File: src/rtl/ex_muldiv_seq.sv
// ex_muldiv_seq
//   Iterative RV32M multiply/divide sequencer that sits beside the execute
//   stage. It accepts one operation, iterates one bit per cycle on operand
//   magnitudes (shift-add multiply, restoring divide), applies the sign
//   fix-up and registers a single result word. It holds the pipeline until
//   the result is ready.
// Ports
//   clk       clock, rising edge
//   rst       asynchronous active-low reset
//   start_i   EX holds a valid M-extension op (level, held while stalled)
//   annul_i   flush of the EX instruction; aborts any operation
//   op_i      funct3: 0 MUL,1 MULH,2 MULHSU,3 MULHU,4 DIV,5 DIVU,6 REM,7 REMU
//   opa_i     rs1 value, sampled at accept
//   opb_i     rs2 value, sampled at accept
//   stall_o   pipeline hold request (combinational)
//   busy_o    sequencer not idle
//   ready_o   one-cycle pulse, result_o valid for the held instruction
//   result_o  result word, held until the next accept
module ex_muldiv_seq #(
   parameter int unsigned XLEN = 32
) (
   input  logic            clk,
   input  logic            rst,
   input  logic            start_i,
   input  logic            annul_i,
   input  logic [2:0]      op_i,
   input  logic [XLEN-1:0] opa_i,
   input  logic [XLEN-1:0] opb_i,
   output logic            stall_o,
   output logic            busy_o,
   output logic            ready_o,
   output logic [XLEN-1:0] result_o
);

   localparam int unsigned CW = $clog2(XLEN);

   localparam logic [1:0] S_IDLE = 2'd0;
   localparam logic [1:0] S_CALC = 2'd1;
   localparam logic [1:0] S_DONE = 2'd2;

   logic [1:0]        state_q,  state_d;
   logic [2:0]        op_q,     op_d;
   logic              neg_a_q,  neg_a_d;
   logic              neg_b_q,  neg_b_d;
   logic [XLEN-1:0]   b_q,      b_d;
   logic [2*XLEN-1:0] acc_q,    acc_d;
   logic [CW-1:0]     cnt_q,    cnt_d;
   logic [XLEN-1:0]   result_q, result_d;

   logic              accept;
   logic              sign_a, sign_b;
   logic              a_neg, b_neg;
   logic [XLEN-1:0]   a_mag, b_mag;
   logic [XLEN:0]     mul_sum;
   logic [2*XLEN-1:0] mul_step;
   logic [XLEN:0]     rem_sh, div_diff;
   logic [2*XLEN-1:0] div_step;
   logic [2*XLEN-1:0] acc_step;
   logic [2*XLEN-1:0] prod_fix;
   logic [XLEN-1:0]   quot_fix, rem_fix;
   logic [XLEN-1:0]   fin_result;

   always_comb begin
      accept = (state_q == S_IDLE) && start_i && !annul_i;

      // Signedness of each operand as decoded from funct3
      sign_a = (op_i == 3'd1) || (op_i == 3'd2) || (op_i == 3'd4) || (op_i == 3'd6);
      sign_b = (op_i == 3'd1) || (op_i == 3'd4) || (op_i == 3'd6);
      a_neg  = sign_a && opa_i[XLEN-1];
      b_neg  = sign_b && opb_i[XLEN-1];
      a_mag  = a_neg ? -opa_i : opa_i;
      b_mag  = b_neg ? -opb_i : opb_i;

      // Multiply: acc = {partial high, remaining multiplier bits}
      mul_sum  = {1'b0, acc_q[2*XLEN-1:XLEN]} + (acc_q[0] ? {1'b0, b_q} : '0);
      mul_step = {mul_sum, acc_q[XLEN-1:1]};

      // Divide: acc = {partial remainder, dividend/quotient bits}.
      // A negative trial result implies rem_sh < divisor, so its top bit is 0.
      rem_sh   = acc_q[2*XLEN-1:XLEN-1];
      div_diff = rem_sh - {1'b0, b_q};
      div_step = div_diff[XLEN] ? {rem_sh[XLEN-1:0],   acc_q[XLEN-2:0], 1'b0}
                                : {div_diff[XLEN-1:0], acc_q[XLEN-2:0], 1'b1};

      acc_step = op_q[2] ? div_step : mul_step;

      // Sign fix-up on the value the final iteration produces
      prod_fix = (neg_a_q ^ neg_b_q) ? -acc_step : acc_step;
      quot_fix = (neg_a_q ^ neg_b_q) ? -acc_step[XLEN-1:0] : acc_step[XLEN-1:0];
      rem_fix  = neg_a_q ? -acc_step[2*XLEN-1:XLEN] : acc_step[2*XLEN-1:XLEN];

      case (op_q)
         3'd0:          fin_result = prod_fix[XLEN-1:0];
         3'd1, 3'd2,
         3'd3:          fin_result = prod_fix[2*XLEN-1:XLEN];
         3'd4, 3'd5:    fin_result = quot_fix;
         default:       fin_result = rem_fix;
      endcase

      state_d  = state_q;
      op_d     = op_q;
      neg_a_d  = neg_a_q;
      neg_b_d  = neg_b_q;
      b_d      = b_q;
      acc_d    = acc_q;
      cnt_d    = cnt_q;
      result_d = result_q;

      case (state_q)
         S_IDLE: begin
            if (accept) begin
               op_d    = op_i;
               neg_a_d = a_neg;
               neg_b_d = b_neg;
               b_d     = b_mag;
               acc_d   = {{XLEN{1'b0}}, a_mag};
               cnt_d   = '0;
               state_d = S_CALC;
               if (op_i[2]) begin
                  if (opb_i == '0) begin
                     state_d  = S_DONE;
                     result_d = op_i[1] ? opa_i : '1;
                  end else if (sign_b && (opa_i == {1'b1, {(XLEN-1){1'b0}}}) &&
                               (opb_i == '1)) begin
                     state_d  = S_DONE;
                     result_d = op_i[1] ? '0 : opa_i;
                  end
               end
            end
         end
         S_CALC: begin
            acc_d = acc_step;
            cnt_d = cnt_q + 1'b1;
            if (cnt_q == CW'(XLEN-1)) begin
               state_d  = S_DONE;
               result_d = fin_result;
            end
         end
         default: begin
            state_d = S_IDLE;
         end
      endcase

      // A flush abandons the operation and leaves the previous result intact
      if (annul_i) begin
         state_d  = S_IDLE;
         result_d = result_q;
      end
   end

   always_ff @(posedge clk or negedge rst) begin
      if (!rst) begin
         state_q  <= S_IDLE;
         op_q     <= '0;
         neg_a_q  <= 1'b0;
         neg_b_q  <= 1'b0;
         b_q      <= '0;
         acc_q    <= '0;
         cnt_q    <= '0;
         result_q <= '0;
      end else begin
         state_q  <= state_d;
         op_q     <= op_d;
         neg_a_q  <= neg_a_d;
         neg_b_q  <= neg_b_d;
         b_q      <= b_d;
         acc_q    <= acc_d;
         cnt_q    <= cnt_d;
         result_q <= result_d;
      end
   end

   assign stall_o  = accept || (state_q == S_CALC);
   assign busy_o   = (state_q != S_IDLE);
   assign ready_o  = (state_q == S_DONE) && !annul_i;
   assign result_o = result_q;

endmodule

File: config.mk
export PLATFORM = sky130hd
export DESIGN_NAME = ex_muldiv_seq
export DESIGN_NICKNAME = d
export VERILOG_FILES = /design/src/rtl/ex_muldiv_seq.sv
export SDC_FILE = /design/constraint.sdc
export NUM_CORES = 1
export LEC_CHECK = 0
export BUFFER_PORTS_ARGS = -buffer_cell sky130_fd_sc_hd__buf_4
export CAP_MARGIN = 30
export CELL_PAD_IN_SITES_DETAIL_PLACEMENT = 1
export CELL_PAD_IN_SITES_GLOBAL_PLACEMENT = 1
export CORE_MARGIN = 2
export CORE_UTILIZATION = 45
export CTS_CLUSTER_DIAMETER = 30
export CTS_CLUSTER_SIZE = 20
export DETAILED_ROUTE_END_ITERATION = 10
export PLACE_DENSITY = 0.85
export SKIP_CTS_REPAIR_TIMING = 1
export SLEW_MARGIN = 25
export SYNTH_ARGS = -nofsm -noshare
export SYNTH_HDL_FRONTEND = slang
export SYNTH_SLANG_ARGS = --single-unit
File: constraint.sdc
create_clock -name clk -period 9.3 [get_ports clk]
set_input_delay 0 -clock clk [delete_from_list [all_inputs] [get_ports clk]]
set_output_delay 0 -clock clk [all_outputs]
set_load 0.01 [all_outputs]
# ---- Yosys cells after proc, flatten, opt, wreduce, memory -nomap -nowiden
# Cells that the tools add are included.
dict set report op_classes {
  n_reduce_logical 25
  bitwise 2
  add_sub_neg 8
  n_mux 28
  eq_ne 20
}
# op count
set op_table {}
lappend op_table {{$mux 32} 12}
lappend op_table {{$mux 64} 4}
lappend op_table {{$neg 32->32} 4}
lappend op_table {{$pmux 64 s2} 1}
lappend op_table {{$pmux 32 s3} 1}
lappend op_table {{$eq 32x32->1 const B} 2}
lappend op_table {{$neg 64->64} 1}
lappend op_table {{$pmux 32 s2} 1}
lappend op_table {{$add 32x32->33} 1}
lappend op_table {{$sub 33x32->33} 1}
lappend op_table {{$logic_not 32->1} 1}
lappend op_table {{$eq 3x3->1 const B} 4}
lappend op_table {{$mux 2} 6}
lappend op_table {{$pmux 5 s2} 1}
lappend op_table {{$eq 3x2->1 const B} 3}
lappend op_table {{$logic_and 1x1->1} 7}
lappend op_table {{$eq 3x1->1 const B} 2}
lappend op_table {{$logic_or 1x1->1} 6}
lappend op_table {{$ne 2x2->1 const B} 3}
lappend op_table {{$ne 3x3->1 const B} 2}
lappend op_table {{$reduce_and 2->1} 3}
lappend op_table {{$reduce_and 6->1} 1}
lappend op_table {{$add 5x1->5 const B} 1}
lappend op_table {{$eq 5x5->1 const B} 1}
lappend op_table {{other kinds (13)} 14}
dict set report totals {
  output_inout_bits 35
  input_bits 71
  wordCells 91
  reg_bits 140
}

# ---- Depth between registers and ports, before layout
dict set report logic_depth {
  depth_word 11
  ltp_mapped 23
  mapped_depth_nobuf 23
}

# ---- Worst setup path before layout
# No wires, ideal clock.
dict set report synth_path {
  path_kind {register to register}
  from {reg acc_q[31]}
  to {reg result_q[20], in the netlist result_o[20]}
  n_path_buf 0
  setup_time_ns 0.126
  t_arrival_ns 5.204
  synth_period_minus_slack_ns 5.330
  path_slack_ns 3.970
  required_time_ns 9.174
  path_stages_with_launch 24
  cell_sequence {dfrtp_1 -> inv_1 -> ha_1 -> inv_1 -> fa_1 -> a211oi_1 -> o211a_1 -> o31ai_2 -> o211a_1 -> o2111ai_1 -> a21boi_0 -> ha_1 -> and2_1 -> nand2_1 -> or4_1 -> nor4_4 -> nand2_1 -> nor2_1 -> nor4b_4 -> and2_1 -> a31oi_1 -> xor2_1 -> a211oi_1 -> o21ai_1}
}
dict set report synth_via {
  elab_chain_len 8
  word_cells_on_any_way 12
  cone_classes {4 x add/sub; 8 x mux}
}
# item line
set synth_lines {}
lappend synth_lines {{from (decl)} 46} ;# logic [2*XLEN-1:0] acc_q, acc_d;
lappend synth_lines {{from (signal assigned)} 158} ;# acc_q <= '0;
lappend synth_lines {{from (signal assigned)} 167} ;# acc_q <= acc_d;
lappend synth_lines {{$sub 33x32->33} 81} ;# div_diff = rem_sh - {1'b0, b_q};
lappend synth_lines {{$mux 64} 82} ;# div_step = div_diff[XLEN] ? {rem_sh[XLEN-1:0], acc_q[XLEN-2:0], 1'b0}
lappend synth_lines {{$mux 64 (*)} 85} ;# acc_step = op_q[2] ? div_step : mul_step;
lappend synth_lines {{$neg 64->64, or another cell as far along} 88} ;# prod_fix = (neg_a_q ^ neg_b_q) ? -acc_step : acc_step;
lappend synth_lines {{$mux 64, or another cell as far along} 88}
lappend synth_lines {{$pmux 32 s3 (*)} 92} ;# case (op_q)
lappend synth_lines {{$mux 32 (*)} 134} ;# if (cnt_q == CW'(XLEN-1)) begin
lappend synth_lines {{$pmux 32 s2 (*)} 109} ;# case (state_q)
lappend synth_lines {{to (signal assigned)} 169} ;# result_q <= result_d;
lappend synth_lines {{to (decl)} 48} ;# logic [XLEN-1:0] result_q, result_d;
# Every way passes the cells marked *; elsewhere a longest branch is shown, timed or not. The select of a mux whose other input is x is not followed.
# A chain may end at the register's enable or synchronous reset.

# ---- Final worst setup path
# Ends and elaborated chain as after synthesis.

==> results by group <==
STA
  • Max_slew headroom: between 20% and 30%
  • Setup TNS: 0 ns
  • RSZ-0062 raised after global routing: no
  • Hold Slack: -0.03824 ns
  • Final setup fails: 0
  • Max Slew Vio Count: 0
  • Final Cycle Share: 72.15%
  • FMAX: around 150 MHz
  • Max Clock Skew: around 0.018 ns
  • Final WS setup: 2.590 ns
  • Crit path time final: 6.710 ns
  • Hold Fails Final Rpt: 13
  • Slew @ Worst Pin: 1.058 ns

Power
  • Seq pwr share: 17.2%
  • Comb power frac: a little under three quarters
  • PwrDens: 332.5 nW/um^2
  • Worst IR Drop VDD: 0.1940 mV
  • Tot Pwr: 5.856 mW
  • P_leak: 7.328 nW
  • Cell-internal power: 2.515 mW
  • Switching share of total power: between 50 and 60%
  • Clock power frac: 11.7%
  • Sw power: 3.341 mW

Critical path
  • Arrival @ worst endpoint: 7.05 ns
  • Reg2Reg Launch Point: acc_q[31]
  • WS Path Type: reg -> reg
  • Req. time, crit path: 9.64 ns
  • Startpoint Class: flip-flop
  • CP Launch Point: acc_q[31]
  • Critical-path maximum fanout: 7
  • Worst setup EP type: flip-flop

Clocking
  • CTS tree: done
  • Clock latency on the worst-skew pair: 0.47 ns
  • Clock Pin Slew Worst Setup and Hold Paths: 0.08 ns
  • Clk sinks: 140
  • CTS Buffer Depth: 2
  • Clock root cell: clkbuf_16
  • CTS buffer count: 17
  • H-tree depth: 4

Placed design
  • HPWL after DPL: 53570 um
  • Port bufs: around 110
  • Dpl cell area: roughly 17000 um^2
  • Inst Count DP: 2525
  • Worst slack, placed: 2.760 ns
  • GP Congestion: 1.040

Synth
  • Yosys Warn Count: 0
  • Synthesized area per cell: 7.440 um^2
  • Largest family of logic cells by synthesized area: compound AO/OA/AOI/OAI gates
  • #FFs+latches synth: 140
  • Main flop type after synthesis: dfrtp_1
  • Netlist cell types: 98
  • Mapped Nets: 2209
  • Cell Area, Synth: 15360 um^2
  • EDFF count, synth: 0
  • Post-synth ARST share: 100.0%
  • Synth Area in XOR/XNOR: 9.349%
  • Cells after synthesis: 2065
  • Simple-gate share of the synthesized area: 24.20%
  • Synth Area in Adders: between 6 and 7%
  • Compound-cell area share of the yosys netlist: 28.96%
  • Mux share of post-synthesis cell area: approximately 3.7%
  • Seq/Total Area, Yosys: 22.80%

Global routing
  • Tot GR Track Use: 38.84%
  • Pin count of the biggest net entering global routing: 76
  • Vias in the first global route: 16870
  • Initial antenna violation count: 5
  • Overflow after GRT: 0
  • First-pass GRT wire length: about 110000 um

Final layout
  • Post-Route Utilization: 52.38%
  • Fin cells: 2610
  • Ant diodes: 0
  • Post-route design area: 17610 um^2
  • Nets: 2293
  • Most common cell after layout, fill and taps aside: nand2_1
  • Fillers: 4182
  • Most frequent cells in the layout: nand2_1, o21ai_0, nor2_1
  • Area delta synth->final: 14.61%
  • Share of cells above drive strength 1: 10.50%

Die
  • IO Pins: roughly 110
  • Row Count: 67
  • Die width: 188.8 um
  • Core area: 33620 um^2
  • Die area: 35640 um^2
  • Die span in y: 188.8 um
  • Initial Utilization: between 40% and 50%

Routing
  • Post-Route WL: roughly 70000 um
  • Drt wl/cell: 27.48 um
  • Initial DRC Count: a little under 2000
  • Vias per cell: between 6 and 7
  • DR pass1 iterations: 5
  • Total number of vias: roughly 18000
  • Post-DRT Antenna Nets: 0
  • Drt drc: 0

Run status
  • Failing checks: negative hold slack
  • Run status: complete, but fails checks

Min path
  • Hold Startpoint: opa_i[30]
  • Hold WC Path Type: in -> reg

Job
  • Max_cap viols: 0
[worst paths after layout]
check                                    end  slack (ns)  cells past startpoint
worst min-delay path               acc_q[30]       -0.04                      3
worst min register to register   result_o[5]        0.51                      2
min in group asynchronous          acc_q[47]        0.17                      2
worst max-delay path            result_o[20]        2.59                     23
worst max register to register  result_o[20]        2.59                     23
max in group asynchronous            op_q[2]        7.93                      4
[worst max-delay path, cell delays in order (launching register included)]
cell and delay [ns]:
dfrtp_1 0.38, inv_1 0.10, ha_1 0.18, inv_1 0.06, fa_1 0.44, a211oi_1 0.33, o211a_1 0.26, o31ai_2 0.12
o211a_1 0.29, o2111ai_1 0.49, a21boi_0 0.37, ha_1 0.25, and2_1 0.17, nand2_1 0.06, or4_1 0.61, nor4_4 0.47
nand2_1 0.27, nor2_1 0.31, nor4b_4 0.51, and2_1 0.28, a31oi_1 0.12, xor2_1 0.19, a211oi_1 0.24, o21ai_1 0.10
[layer usage]
| metal | wire length [um] | vias to the layer above | share of wire (%) | track usage, % |
|---|---|---|---|---|
| met5 | 13 | - | 0.018 | 0 |
| met4 | 1983 | 2 | 2.8 | 10.91 |
| met3 | 6749 | 120 | 9.4 | 8.251 |
| met2 | 31260 | 853 | 44 | 57.75 |
| met1 | 31710 | 8940 | 44 | 56.47 |
| li1 | - | 7753 | - | - |
[final cells by class]
| type | instances | area, um^2 | share of cell area [%] |
|---|---|---|---|
| clock buffer | 17 | 425.4 | 2.416 |
| clock inverter | 15 | 115.1 | 0.6537 |
| inverter | 63 | 236.5 | 1.343 |
| multi-input combinational | 1737 | 11160 | 63.40 |
| sequential | 140 | 3507 | 19.92 |
| tap | 448 | 560.5 | 3.183 |
| timing repair buffer | 190 | 1600 | 9.088 |
[state kept, by name, indices dropped and copies added (netlist names)]
signal and flops:
acc_q 64, b_q 32, cnt_q 5, neg_a_q 1
neg_b_q 1, op_q 3, result_o 32, state_q 2
[cells in the mapped netlist, types with 48 or more instances]
master    instances  area share (%)
nand2_1         272             6.6
o21ai_0         181             5.9
nor2_1          159             3.9
a21oi_1         157             5.1
dfrtp_1         140              23
clkbuf_1         94             2.3
xnor2_1          90             5.1
nor3_1           76             2.5
xor2_1           74             4.2
ha_1             71             5.8
inv_1            61             1.5
mux2i_1          48             3.1
[power by group through the flow]
stage	sequential (mW)	clock (mW)	combinational, mW
6_report	1.01	0.688	4.16
3_5_place_dp	1.01	0	3.95
2_1_floorplan	0.911	0	2.74
5_1_grt	1.03	0.708	4.42
3_3_place_gp	0.994	0	3.84
4_1_cts	0.997	0.684	3.99
[cells by family after synthesis]
kind of cell               after synthesis
DFF                                    140
xor gates and xnor gates               164
muxes                                   56
buffers and inverters                  188
AOI/OAI and AO/OA                      677
and+or+nand+nor                        767
adders and majority gates               73
No activity file was read; power rests on OpenSTA's default activity.
